$ cat src/rtl/mem_port_arbiter_if.sv
// Bundle of the instruction port, data port and memory port seen by mem_port_arbiter.
// The arbiter takes the slave view; requesters and the memory model take the master view.
interface mem_port_arbiter_if #(
    parameter int ADDR_W = 32
);
    logic              i_req;
    logic [ADDR_W-1:0] i_addr;
    logic [31:0]       i_rdata;
    logic              i_ack;
    logic              d_req;
    logic              d_we;
    logic [ADDR_W-1:0] d_addr;
    logic [31:0]       d_wdata;
    logic [2:0]        d_mask;
    logic [31:0]       d_rdata;
    logic              d_ack;
    logic              mem_en;
    logic              mem_we;
    logic [ADDR_W-3:0] mem_addr;
    logic [31:0]       mem_wdata;
    logic [3:0]        mem_wstrb;
    logic [31:0]       mem_rdata;
    logic              busy;

    modport slave (
        input  i_req, i_addr, d_req, d_we, d_addr, d_wdata, d_mask, mem_rdata,
        output i_rdata, i_ack, d_rdata, d_ack,
        output mem_en, mem_we, mem_addr, mem_wdata, mem_wstrb, busy
    );

    modport master (
        output i_req, i_addr, d_req, d_we, d_addr, d_wdata, d_mask, mem_rdata,
        input  i_rdata, i_ack, d_rdata, d_ack,
        input  mem_en, mem_we, mem_addr, mem_wdata, mem_wstrb, busy
    );
endinterface

$ cat src/rtl/mem_port_arbiter.sv
// Shares one single-port word memory between instruction fetch and data access.
// Define MEM_RMW_EN to build sub-word stores as read-modify-write; otherwise they use lane strobes.
module mem_port_arbiter #(
    parameter int ADDR_W = 32
) (
    input  logic                  clk,
    input  logic                  rst,
    mem_port_arbiter_if.slave     bus,
    output logic [1:0]            o_dbg_state
);
    typedef enum logic [1:0] {
        IDLE   = 2'd0,
        I_RESP = 2'd1,
        D_RESP = 2'd2,
        RMW_WR = 2'd3
    } state_t;

    state_t r_state;
    logic   r_pri_i;
    logic   r_is_load;
`ifdef MEM_RMW_EN
    logic [ADDR_W-3:0] r_addr;
    logic [15:0]       r_wdata;
    logic [1:0]        r_lane;
    logic              r_half;
`endif

    logic              w_grant_d;
    logic              w_grant_i;
    logic              w_sub;
    logic              w_half;
    logic              w_en;
    logic              w_we;
    logic [ADDR_W-3:0] w_addr;
    logic [31:0]       w_wdata;
    logic [3:0]        w_wstrb;
    logic              w_unused_ok;

    // Requesters hold req until a one-cycle ack; IDLE only ever sees fresh requests.
    assign w_grant_d   = bus.d_req && (!bus.i_req || !r_pri_i);
    assign w_grant_i   = bus.i_req && !w_grant_d;
    assign w_sub       = (bus.d_mask == 3'h0) || (bus.d_mask == 3'h1);
    assign w_half      = (bus.d_mask == 3'h1);
    assign w_unused_ok = &{1'b0, bus.i_addr[1:0]};

    always_ff @(posedge clk) begin
        if (rst) begin
            r_state   <= IDLE;
            r_pri_i   <= 1'b0;
            r_is_load <= 1'b0;
`ifdef MEM_RMW_EN
            r_addr    <= '0;
            r_wdata   <= '0;
            r_lane    <= '0;
            r_half    <= 1'b0;
`endif
        end else begin
            case (r_state)
                IDLE: begin
                    if (w_grant_d) begin
                        r_is_load <= !bus.d_we;
`ifdef MEM_RMW_EN
                        r_addr    <= bus.d_addr[ADDR_W-1:2];
                        r_wdata   <= bus.d_wdata[15:0];
                        r_lane    <= bus.d_addr[1:0];
                        r_half    <= w_half;
                        r_state   <= (bus.d_we && w_sub) ? RMW_WR : D_RESP;
`else
                        r_state   <= D_RESP;
`endif
                    end else if (w_grant_i) begin
                        r_state <= I_RESP;
                    end
                end
`ifdef MEM_RMW_EN
                RMW_WR: r_state <= D_RESP;
`endif
                D_RESP: begin
                    if (bus.i_req) r_pri_i <= 1'b1;
                    r_state <= IDLE;
                end
                I_RESP: begin
                    r_pri_i <= 1'b0;
                    r_state <= IDLE;
                end
                default: r_state <= IDLE;
            endcase
        end
    end

    always_comb begin
        w_en    = 1'b0;
        w_we    = 1'b0;
        w_addr  = '0;
        w_wdata = '0;
        w_wstrb = '0;
        case (r_state)
            IDLE: begin
                if (w_grant_d) begin
                    w_en   = 1'b1;
                    w_addr = bus.d_addr[ADDR_W-1:2];
                    if (bus.d_we) begin
`ifdef MEM_RMW_EN
                        if (!w_sub) begin
                            w_we    = 1'b1;
                            w_wdata = bus.d_wdata;
                            w_wstrb = 4'hF;
                        end
`else
                        w_we = 1'b1;
                        if (!w_sub) begin
                            w_wdata = bus.d_wdata;
                            w_wstrb = 4'hF;
                        end else if (w_half) begin
                            w_wdata = {2{bus.d_wdata[15:0]}};
                            w_wstrb = 4'b0011 << {bus.d_addr[1], 1'b0};
                        end else begin
                            w_wdata = {4{bus.d_wdata[7:0]}};
                            w_wstrb = 4'b0001 << bus.d_addr[1:0];
                        end
`endif
                    end
                end else if (w_grant_i) begin
                    w_en   = 1'b1;
                    w_addr = bus.i_addr[ADDR_W-1:2];
                end
            end
`ifdef MEM_RMW_EN
            RMW_WR: begin
                w_en    = 1'b1;
                w_we    = 1'b1;
                w_addr  = r_addr;
                w_wstrb = 4'hF;
                w_wdata = bus.mem_rdata;
                if (r_half) w_wdata[{r_lane[1], 4'b0000} +: 16] = r_wdata;
                else        w_wdata[{r_lane, 3'b000} +: 8]      = r_wdata[7:0];
            end
`endif
            default: ;
        endcase
        // Reset wins over everything, including a pending read-modify-write.
        if (rst) begin
            w_en    = 1'b0;
            w_we    = 1'b0;
            w_addr  = '0;
            w_wdata = '0;
            w_wstrb = '0;
        end
    end

    assign bus.mem_en    = w_en;
    assign bus.mem_we    = w_we;
    assign bus.mem_addr  = w_addr;
    assign bus.mem_wdata = w_wdata;
    assign bus.mem_wstrb = w_wstrb;
    assign bus.d_ack     = !rst && (r_state == D_RESP);
    assign bus.d_rdata   = (bus.d_ack && r_is_load) ? bus.mem_rdata : 32'h0;
    assign bus.i_ack     = !rst && (r_state == I_RESP);
    assign bus.i_rdata   = bus.i_ack ? bus.mem_rdata : 32'h0;
    assign bus.busy      = !rst && (r_state != IDLE);
    assign o_dbg_state   = r_state;
endmodule

$ cat src/flat_wrapper.sv
// flat-port wrapper written by rule: the top's interface ports become plain ports
module mem_port_arbiter_flat 
#(
    parameter int ADDR_W = 32
)
  (clk, rst, o_dbg_state, bus_i_req, bus_i_addr, bus_d_req, bus_d_we, bus_d_addr, bus_d_wdata, bus_d_mask, bus_mem_rdata, bus_i_rdata, bus_i_ack, bus_d_rdata, bus_d_ack, bus_mem_en, bus_mem_we, bus_mem_addr, bus_mem_wdata, bus_mem_wstrb, bus_busy);
  mem_port_arbiter_if #(.ADDR_W(ADDR_W)) bus_i ();
  input  logic clk;
  input  logic rst;
  output logic [1:0] o_dbg_state;
  input wire logic [$bits(bus_i.i_req)-1:0] bus_i_req;
  input wire logic [$bits(bus_i.i_addr)-1:0] bus_i_addr;
  input wire logic [$bits(bus_i.d_req)-1:0] bus_d_req;
  input wire logic [$bits(bus_i.d_we)-1:0] bus_d_we;
  input wire logic [$bits(bus_i.d_addr)-1:0] bus_d_addr;
  input wire logic [$bits(bus_i.d_wdata)-1:0] bus_d_wdata;
  input wire logic [$bits(bus_i.d_mask)-1:0] bus_d_mask;
  input wire logic [$bits(bus_i.mem_rdata)-1:0] bus_mem_rdata;
  output wire logic [$bits(bus_i.i_rdata)-1:0] bus_i_rdata;
  output wire logic [$bits(bus_i.i_ack)-1:0] bus_i_ack;
  output wire logic [$bits(bus_i.d_rdata)-1:0] bus_d_rdata;
  output wire logic [$bits(bus_i.d_ack)-1:0] bus_d_ack;
  output wire logic [$bits(bus_i.mem_en)-1:0] bus_mem_en;
  output wire logic [$bits(bus_i.mem_we)-1:0] bus_mem_we;
  output wire logic [$bits(bus_i.mem_addr)-1:0] bus_mem_addr;
  output wire logic [$bits(bus_i.mem_wdata)-1:0] bus_mem_wdata;
  output wire logic [$bits(bus_i.mem_wstrb)-1:0] bus_mem_wstrb;
  output wire logic [$bits(bus_i.busy)-1:0] bus_busy;
  assign bus_i.i_req = bus_i_req;
  assign bus_i.i_addr = bus_i_addr;
  assign bus_i.d_req = bus_d_req;
  assign bus_i.d_we = bus_d_we;
  assign bus_i.d_addr = bus_d_addr;
  assign bus_i.d_wdata = bus_d_wdata;
  assign bus_i.d_mask = bus_d_mask;
  assign bus_i.mem_rdata = bus_mem_rdata;
  assign bus_i_rdata = bus_i.i_rdata;
  assign bus_i_ack = bus_i.i_ack;
  assign bus_d_rdata = bus_i.d_rdata;
  assign bus_d_ack = bus_i.d_ack;
  assign bus_mem_en = bus_i.mem_en;
  assign bus_mem_we = bus_i.mem_we;
  assign bus_mem_addr = bus_i.mem_addr;
  assign bus_mem_wdata = bus_i.mem_wdata;
  assign bus_mem_wstrb = bus_i.mem_wstrb;
  assign bus_busy = bus_i.busy;
  mem_port_arbiter #(.ADDR_W(ADDR_W)) u_core (.clk(clk), .rst(rst), .bus(bus_i), .o_dbg_state(o_dbg_state));
endmodule
$ cat config.mk
export PLATFORM = sky130hd
export DESIGN_NAME = mem_port_arbiter_flat
export DESIGN_NICKNAME = d
export VERILOG_FILES = /design/src/rtl/mem_port_arbiter_if.sv /design/src/rtl/mem_port_arbiter.sv /design/src/flat_wrapper.sv
export SDC_FILE = /design/constraint.sdc
export NUM_CORES = 1
export LEC_CHECK = 0
export CORE_AREA = 2 2 107 109
export CTS_CLUSTER_DIAMETER = 40
export DETAILED_ROUTE_END_ITERATION = 6
export DIE_AREA = 0 0 109 111
export HOLD_SLACK_MARGIN = 0.06
export PLACE_DENSITY = 0.61
export SETUP_SLACK_MARGIN = 0.5
export SLEW_MARGIN = 20
export SYNTH_ARGS = -nofsm -noshare
export SYNTH_HDL_FRONTEND = slang
export SYNTH_SLANG_ARGS = --single-unit
$ cat constraint.sdc
create_clock -name clk -period 2.12 [get_ports clk]
set_input_delay 0.212 -clock clk [delete_from_list [all_inputs] [get_ports clk]]
set_output_delay 0.212 -clock clk [all_outputs]
set_load 0.01 [all_outputs]
# == After elaboration in Yosys (flattened, before gate mapping) ==
# Cells that the tools add are included.
# word_totals
reg_bits,4
latchBits,0
mem_bits_rw,0
rom_bits,0
input_bits,136
output_inout_bits,137
elab_cells,63
n_memories,0
# op_classes
addsub,0
mul,0
div,0
n_lt_le_gt_ge,0
eq_ne,4
n_shift,2
muxes,30
bitwise,1
n_reduce_logical,22
# ops
cell,count
32-bit two-way mux,8
30-bit two-way mux,4
4-bit two-way mux,6
1-bit two-way mux,9
1-bit logical AND,6
2-bit nonzero test,3
1-bit logical NOT,5
2-bit two-way mux,2
2-bit AND reduction,2
1-bit by 2-bit << shifter with 4-bit output (first input constant),1
2-bit by 2-bit << shifter with 4-bit output (first input constant),1
3-bit by 1-bit == test with 1-bit output (second input constant),1
3-bit logical NOT,1
3-bit OR reduction,1
2-bit by 1-bit == test with 1-bit output (second input constant),1
2-bit == test (second input constant),1
2-bit logical NOT,1
1-bit logical OR,2
2-bit inequality test (second input constant),1
1-bit one-hot mux with 2 select lines,1
2-bit OR reduction,1
1-bit inverter,1

# == Depth between registers and ports, before layout ==
# Gate-level depths: netlist (run 1).
# depth
depth_word,9
mapped_depth,6
depth_no_buf,4

# == Least setup slack after synthesis (run 1) ==
# OpenSTA, ideal clock, no wires.
# synth_timing
path_kind,flip-flop to output port
start,reg u_core.r_state[1] (netlist: u_core.o_dbg_state[1])
end,out bus_mem_wdata[17]
arrival_time_ps,1566
t_required_ps,1908
slack_ps,342
stages_incl_launch_ff,6
path_buffers,2
cell_sequence,dfxtp_1 > or4b_1 > buf_2 > or2_4 > buf_6 > a21oi_2
# synth_between
elab_chain_len,3
# synth_rtl
element,line,text
"start, declared",mem_port_arbiter.sv:18,state_t r_state;
"start signal, assigned",mem_port_arbiter.sv:48,r_state <= IDLE;
"start signal, assigned",mem_port_arbiter.sv:69,r_state <= D_RESP;
"start signal, assigned",mem_port_arbiter.sv:72,r_state <= I_RESP;
2-bit logical NOT,mem_port_arbiter.sv:97,case (r_state)
32-bit two-way mux,mem_port_arbiter.sv:97,
32-bit two-way mux,mem_port_arbiter.sv:142,if (rst) begin
"end, declared",flat_wrapper.sv:26,output wire logic [$bits(bus_i.mem_wdata)-1:0] bus_mem_wdata;
# No other way between the ends.

# == Worst setup path after layout (run 1) ==
# layout_timing
start,reg u_core.r_state[0] (netlist: u_core.o_dbg_state[0])
end,out bus_mem_wstrb[3]
# layout_between
elab_chain_len,3
# layout_rtl
element,line,text
2-bit logical NOT,mem_port_arbiter.sv:97,
4-bit two-way mux,mem_port_arbiter.sv:97,
4-bit two-way mux,mem_port_arbiter.sv:142,
"end, declared",flat_wrapper.sv:27,output wire logic [$bits(bus_i.mem_wstrb)-1:0] bus_mem_wstrb;
# No other way between the ends.

==> results.md, run 1 <==
| Result | Reported | Unit |
|:---|:---|:---|
| Clock tree from TritonCTS | done | - |
| Data required time of the critical path | 1.91 | ns |
| Slowest cell on crit path | sky130_fd_sc_hd__or4b_4 | - |
| Deepest clock path buffer count | 2 | - |
| Xor and xnor fraction of the mapped netlist area | 0 | % |
| Starting density of the core | 14.9 | % |
| Final count of hold timing violations | 0 | - |
| Netlist area before placement | 1650 | µm² |
| Number of vias per cell | 4.53 | - |
| Syn Nets | 421 | - |
| Count of buffers inserted at the top-level ports | 270 | - |
| Power Density | 239 | nW/µm² |
| Summed area of non-filler cells in the final layout | 5860 | µm² |
| Kind of path behind the tightest hold check | in -> reg | - |
| # setup viols final | 0 | - |
| Main area contributors after synthesis | sky130_fd_sc_hd__and2_1 (15%), sky130_fd_sc_hd__and3_1 (12%), sky130_fd_sc_hd__nand2_1 (11%) | - |
| Leftover overflow at the end of global routing | 0 | - |
| H-tree Lvls | 1 | - |
| Yosys warning total | 0 | - |
| Syn-to-layout area delta | 255 | % |
| Kind of start point of the critical path | flop | - |
| RSZ-0062 raised after global routing | true | - |
| Fmax achieved | 490 | MHz |
| Number of nets at the end of the flow | 739 | - |
| Area share of and/or/nand/nor cells after synthesis | 52.4 | % |
| Clock skew after layout | 0.000912 | ns |
| Worst EP arrival | 1.83 | ns |
| Kind of end point of the critical path | primary output | - |
| Number of top-level pins | 273 | - |
| Width of the die | 109 | µm |
| Floorplan row count | 39 | - |
| Source-to-sink clock delay at the later pin of the worst-skew pair | 0.22 | ns |
| Routed Wire Length | 13000 | µm |
| Largest net degree at the start of global routing | 21 | - |
| Via count of the first global-routing pass | 3321 | - |
| Leading area contributor after synthesis | sky130_fd_sc_hd__and2_1 | - |
| # hold bufs at CTS | 0 | - |
| First-pass iteration count of the detailed router | 4 | - |
| Final WS setup | 0.0798 | ns |
| Total cell area at the placement stage | 4840 | µm² |
| Startpoint of the worst setup timing path | u_core.o_dbg_state[0]$_SDFFE_PP0N_ | - |
| Status | complete, no violations | - |
| Clock transition at the registers of the reported paths | 0.03 | ns |
| Avg Inst Size Synth | 5.79 | µm² |
| Final period utilization | 96.2 | % |
| IR Drop Worst-Case VDD | 0.000322 | V |
| Total negative slack for setup checks | 0 | ns |
| Leak Pwr | 2.59 | nW |
| Cell Chain, Critical Path | or4b_4 -> or2_4 -> buf_12 -> a21oi_1 -> buf_2 | - |
| Die H | 111 | µm |
| Most used cells in the layout excluding fill and tap cells | sky130_fd_sc_hd__clkdlybuf4s50_1 (131), sky130_fd_sc_hd__buf_6 (104), sky130_fd_sc_hd__buf_2 (53) | - |
| Adder and majority cell fraction of the synthesized area | 0 | % |
| Number of buffers created by CTS | 3 | - |
| Peak fanout along the critical path | 6 | - |
| Overall power after layout | 1.40 | mW |
| Core area | 11100 | µm² |
| Root Driver | sky130_fd_sc_hd__clkbuf_16 | - |
| Routability cong. | 0.897 | - |
| Fraction of final layout cells sized beyond drive strength 1 | 56.7 | % |
| Max stage delay on crit path | 0.56 | ns |
| Startpoint of the worst hold path | bus_d_we | - |
| Clock sinks | 4 | - |
| Worst setup slack before clock tree synthesis | -0.568 | ns |
| Area share of the largest cell type after synthesis | 15.2 | % |
| Largest family of logic cells by synthesized area | simple AND/OR/NAND/NOR gates | - |
| Relative slew slack | 77.5 | % |
| Antenna Diode Count | 0 | - |
| Setup slack on the worst flop-to-flop path | 0.61 | ns |
| Number of storage elements in the synthesis netlist | 4 | - |
| Source of the worst register-to-register timing path | u_core.o_dbg_state[0]$_SDFFE_PP0N_ | - |
| Share of synthesized area spent on multiplexers | 4.86 | % |
| Most common cell after layout, fill and taps aside | sky130_fd_sc_hd__clkdlybuf4s50_1 | - |
| Number of violations reported at the end of detailed-routing iteration 0 | 132 | - |
| Slew at the pin with the worst max-slew slack | 0.334 | ns |
| Complex-gate fraction of the synthesized area | 29.7 | % |
| Synthesized instance count | 285 | - |
| Initial antenna violation count | 0 | - |
| Final slew viol count | 0 | - |
| Via count | 3373 | - |
| Buffers and inverters on the worst path | 2 | - |
| Clock period minus final worst setup slack | 2.04 | ns |
| Worst setup path class | reg -> out | - |
| Post-detail-place hpwl | 8890 | µm |
| Count of cell types in the netlist | 30 | - |
| Routed Antenna Nets | 0 | - |
| Max-cap check violation count | 0 | - |
| Total track usage | 18.2 | % |
| First-pass GRT wire length | 17600 | µm |
| Routed WL per cell | 17.4 | µm |
| Post-detailed-route DRC marker count | 0 | - |
| Share of the yosys chip area belonging to registers | 4.86 | % |
| Crit path max-delay family | simple AND/OR/NAND/NOR gates | - |
| Overall die area | 12100 | µm² |
==> stage by stage <==
step / hold slack [ns] / util, % / cells
finish: 0.425 / 52.9 / 744
CTS: 0.427 / 45.3 / 730
detailed placement: 0.480 / 43.7 / 700
global placement: 0.481 / 43.7 / 700
floorplan: 0.281 / - / 285
global route: 0.458 / 52.9 / 744
==> cells by family after synthesis <==
| family | Yosys count |
|---|---|
| buffers and inverters | 33 |
| AND/OR/NAND/NOR | 165 |
| multiplexers | 8 |
| AO/OA/AOI/OAI | 75 |
| flip-flops | 4 |
==> path summary, 6_finish.rpt <==
kind                                        end  cells past startpoint
min reg2reg         u_core.r_pri_i$_SDFFE_PP0P_                      2
max reg2reg  u_core.o_dbg_state[1]$_SDFFE_PP0N_                      7
min               u_core.r_is_load$_SDFFE_PP0P_                      3
max                            bus_mem_wstrb[3]                      5
==> metal layers <==
metal	track usage, %	routed length, µm	part of all wire [%]
met3	2.94	945	7.3
met2	34.6	6890	53
met5	0	0	0
met4	5.13	211	1.6
met1	20.3	4920	38
==> where the power goes <==
part	switching [mW]	internal, mW
logic	0.426	0.597
registers	0.00385	0.0816
clock network	0.0512	0.241
==> synthesized netlist by cell type, drive strengths merged <==
master,number
nand2,47
a21oi,44
and2,40
and3,32
nand3,30
clkbuf,24
o21a,16
a211oi,8
mux2i,8
nor2,8
buf,7
dfxtp,4
inv,2
o21ai,2
o21bai,2
or2,2
a21bo,1
a21boi,1
a311oi,1
nand2b,1
nand3b,1
nor3,1
nor3b,1
or3,1
or4b,1
==> sequential cells by signal (all words and copies together) (netlist names) <==
signal              flops
u_core.r_pri_i          1
u_core.o_dbg_state      2
u_core.r_is_load        1
==> worst reg2reg max path, delay by kind of cell (launching register included) <==
kind	cells	cell delay, ns
flops	1	0.30
simple gates	2	0.48
buf+inv	5	0.66
==> layout make-up <==
cell class,count,area [µm²]
well taps,143,179
flip-flops and latches,4,82.6
inverters,2,12.5
multi-input cells,248,2000
repair inverters,1,6.26
fillers,1037,5220
clock buffers,3,75.1
repair buffers,343,3500
==> what timing repair did <==
| item | 4_1_cts | 5_1_grt |
|---|---|---|
| gates resized for setup | 631 | 160 |
| pin swaps | 22 | 16 |
| cloned | 8 | 4 |
| setup endpoints to repair | 135 | 135 |
| setup buffers | 19 | 10 |
Note: power is estimated with default switching activity, not from simulation.
==> run 2, diff against run 1 <==
--- a/config.mk
+++ b/config.mk
@@ -11,5 +11,4 @@
 export DIE_AREA = 0 0 109 111
 export HOLD_SLACK_MARGIN = 0.06
-export PLACE_DENSITY = 0.61
 export SETUP_SLACK_MARGIN = 0.5
 export SLEW_MARGIN = 20
==> constraint.sdc (replaced) <==
create_clock -name clk -period 2.12 [get_ports clk]
set_input_delay 0.212 -clock clk [delete_from_list [all_inputs] [get_ports clk]]
set_output_delay 0.212 -clock clk [all_outputs]
set_load 0.02 [all_outputs]
==> run 2 against run 1 <==
Via count is 0.18% higher. Clock skew is 0.0010 ns higher. Clock power hardly changed. Core utilization is 4.2 points higher. Register-to-register slack worse by 0.02 ns. Flip-flop and latch count stayed put. Cell count is 1.5% higher. Combinational power is 17% higher. Highest routed layer unchanged. Clock-buffer cell count stayed put.
==> results.md, run 2 (synthesis results as in run 1) <==
| Result | Reported | Unit |
|:---|:---|:---|
| Kind of start point of the critical path | flop | - |
| Most common cell after layout, fill and taps aside | sky130_fd_sc_hd__clkdlybuf4s50_1 | - |
| Overall power after layout | 1.57 | mW |
| Root Driver | sky130_fd_sc_hd__clkbuf_16 | - |
| H-tree Lvls | 1 | - |
| Worst-case hold slack | 0.417 | ns |
| Total track usage | 18.0 | % |
| RSZ-0062 raised after global routing | true | - |
| Worst setup path class | reg -> out | - |
| Largest register FFs | 2 | - |
| IR Drop Worst-Case VDD | 0.000168 | V |
| Number of top-level pins | 273 | - |
| Clock sinks | 4 | - |
| Final period utilization | 93.6 | % |
| Initial antenna violation count | 0 | - |
| Final count of hold timing violations | 0 | - |
| Slew at the pin with the worst max-slew slack | 0.386 | ns |
| Final cell utilization of the core | 57.1 | % |
| Deepest clock path buffer count | 2 | - |
| Kind of path behind the tightest hold check | in -> reg | - |
| Number of filler cells placed in the layout | 952 | - |
| First-pass GRT wire length | 17200 | µm |
| Clock tree from TritonCTS | done | - |
| Number of vias per cell | 4.48 | - |
| Floorplan row count | 39 | - |
| Leak Pwr | 2.72 | nW |
| Power Density | 248 | nW/µm² |
| Fmax achieved | 504 | MHz |
| Status | complete, no violations | - |
| Routed Antenna Nets | 0 | - |
| Via count | 3379 | - |
| Routed Wire Length | 12400 | µm |
| Via count of the first global-routing pass | 3245 | - |
| Number of nets at the end of the flow | 750 | - |
| Die H | 111 | µm |
| Leftover overflow at the end of global routing | 0 | - |
| Source-to-sink clock delay at the later pin of the worst-skew pair | 0.22 | ns |
| Most used cells in the layout excluding fill and tap cells | sky130_fd_sc_hd__clkdlybuf4s50_1 (131), sky130_fd_sc_hd__buf_6 (108), sky130_fd_sc_hd__buf_4 (84) | - |
| Worst EP arrival | 1.77 | ns |
| Largest net degree at the start of global routing | 34 | - |
| Relative slew slack | 74.0 | % |
| Clock transition at the registers of the reported paths | 0.03 | ns |
| Routability cong. | 0.804 | - |
| Peak fanout along the critical path | 8 | - |
| Data required time of the critical path | 1.91 | ns |
| Antenna Diode Count | 0 | - |
| Number of violations reported at the end of detailed-routing iteration 0 | 80 | - |
| Routed WL per cell | 16.4 | µm |
| Clock skew after layout | 0.00195 | ns |
| Total negative slack for setup checks | 0 | ns |
| Width of the die | 109 | µm |
| # setup viols final | 0 | - |
| Max-cap check violation count | 0 | - |
| Post-detailed-route DRC marker count | 0 | - |
| Final slew viol count | 0 | - |
| Starting density of the core | 14.9 | % |
| Number of buffers created by CTS | 3 | - |
| Syn-to-layout area delta | 284 | % |
| Count of buffers inserted at the top-level ports | 270 | - |
| Clock period minus final worst setup slack | 1.99 | ns |
| Kind of end point of the critical path | primary output | - |
| Overall die area | 12100 | µm² |
| Fraction of final layout cells sized beyond drive strength 1 | 57.2 | % |
| Core area | 11100 | µm² |
| First-pass iteration count of the detailed router | 5 | - |
| Post-detail-place hpwl | 8730 | µm |
-- run 2: cell type report --
class | count | area (µm²) | area share [%]
timing repair buffer | 355 | 3780 | 59.8
clock buffer | 3 | 75.1 | 1.19
sequential | 4 | 83.8 | 1.33
multi-input combinational | 248 | 2190 | 34.7
tap | 143 | 179 | 2.83
inverter | 2 | 12.5 | 0.198
-- run 2: per-layer routing --
layer,global-route usage [%],wire length (µm),up-vias
met2,35.4,6670,170
met5,0,0,-
li1,-,-,1651
met4,4.02,161,0
met3,3.53,1070,11
met1,19.0,4450,1547
-- run 2: through the flow --
stage | std cells | worst slack, ns | cell area [µm²]
6_report | 755 | 0.135 | 6330
5_1_grt | 755 | 0.0980 | 6330
4_1_cts | 736 | 0.0857 | 5590
3_5_place_dp | 705 | -0.570 | 5020
3_3_place_gp | 705 | -0.561 | 5020
2_1_floorplan | 285 | 0.273 | 1880
-- run 2: repair_timing --
| action | CTS | global route |
|---|---|---|
| pin swaps | 10 | 6 |
| gates cloned | 7 | 2 |
| hold buffers | 0 | 0 |
| gates resized for setup | 623 | 273 |
| buffers inserted | 21 | 17 |
| endpoints found under the setup margin | 135 | 136 |
-- run 2: worst paths after layout --
path                                                          from                            endpoint  slack, ns  cells past startpoint
worst max-delay path            u_core.o_dbg_state[1]$_SDFFE_PP0N_                   bus_mem_wdata[17]       0.13                      5
worst min-delay path                                      bus_d_we       u_core.r_is_load$_SDFFE_PP0P_       0.42                      3
worst max register to register  u_core.o_dbg_state[1]$_SDFFE_PP0N_  u_core.o_dbg_state[0]$_SDFFE_PP0N_       0.59                      6
worst min register to register         u_core.r_pri_i$_SDFFE_PP0P_         u_core.r_pri_i$_SDFFE_PP0P_       0.50                      2
-- run 2: power breakdown --
group	internal, mW	switching (mW)
logic	0.667	0.523
clock network	0.241	0.0508
registers	0.0818	0.00334
total	0.990	0.577
-- run 2: worst max-delay path: stages (launching register included) --
cell and delay (ns):
sky130_fd_sc_hd__dfxtp_2 0.30, sky130_fd_sc_hd__or4b_4 0.54, sky130_fd_sc_hd__or2_4 0.29, sky130_fd_sc_hd__buf_12 0.17, sky130_fd_sc_hd__a21oi_4 0.12, sky130_fd_sc_hd__buf_6 0.13
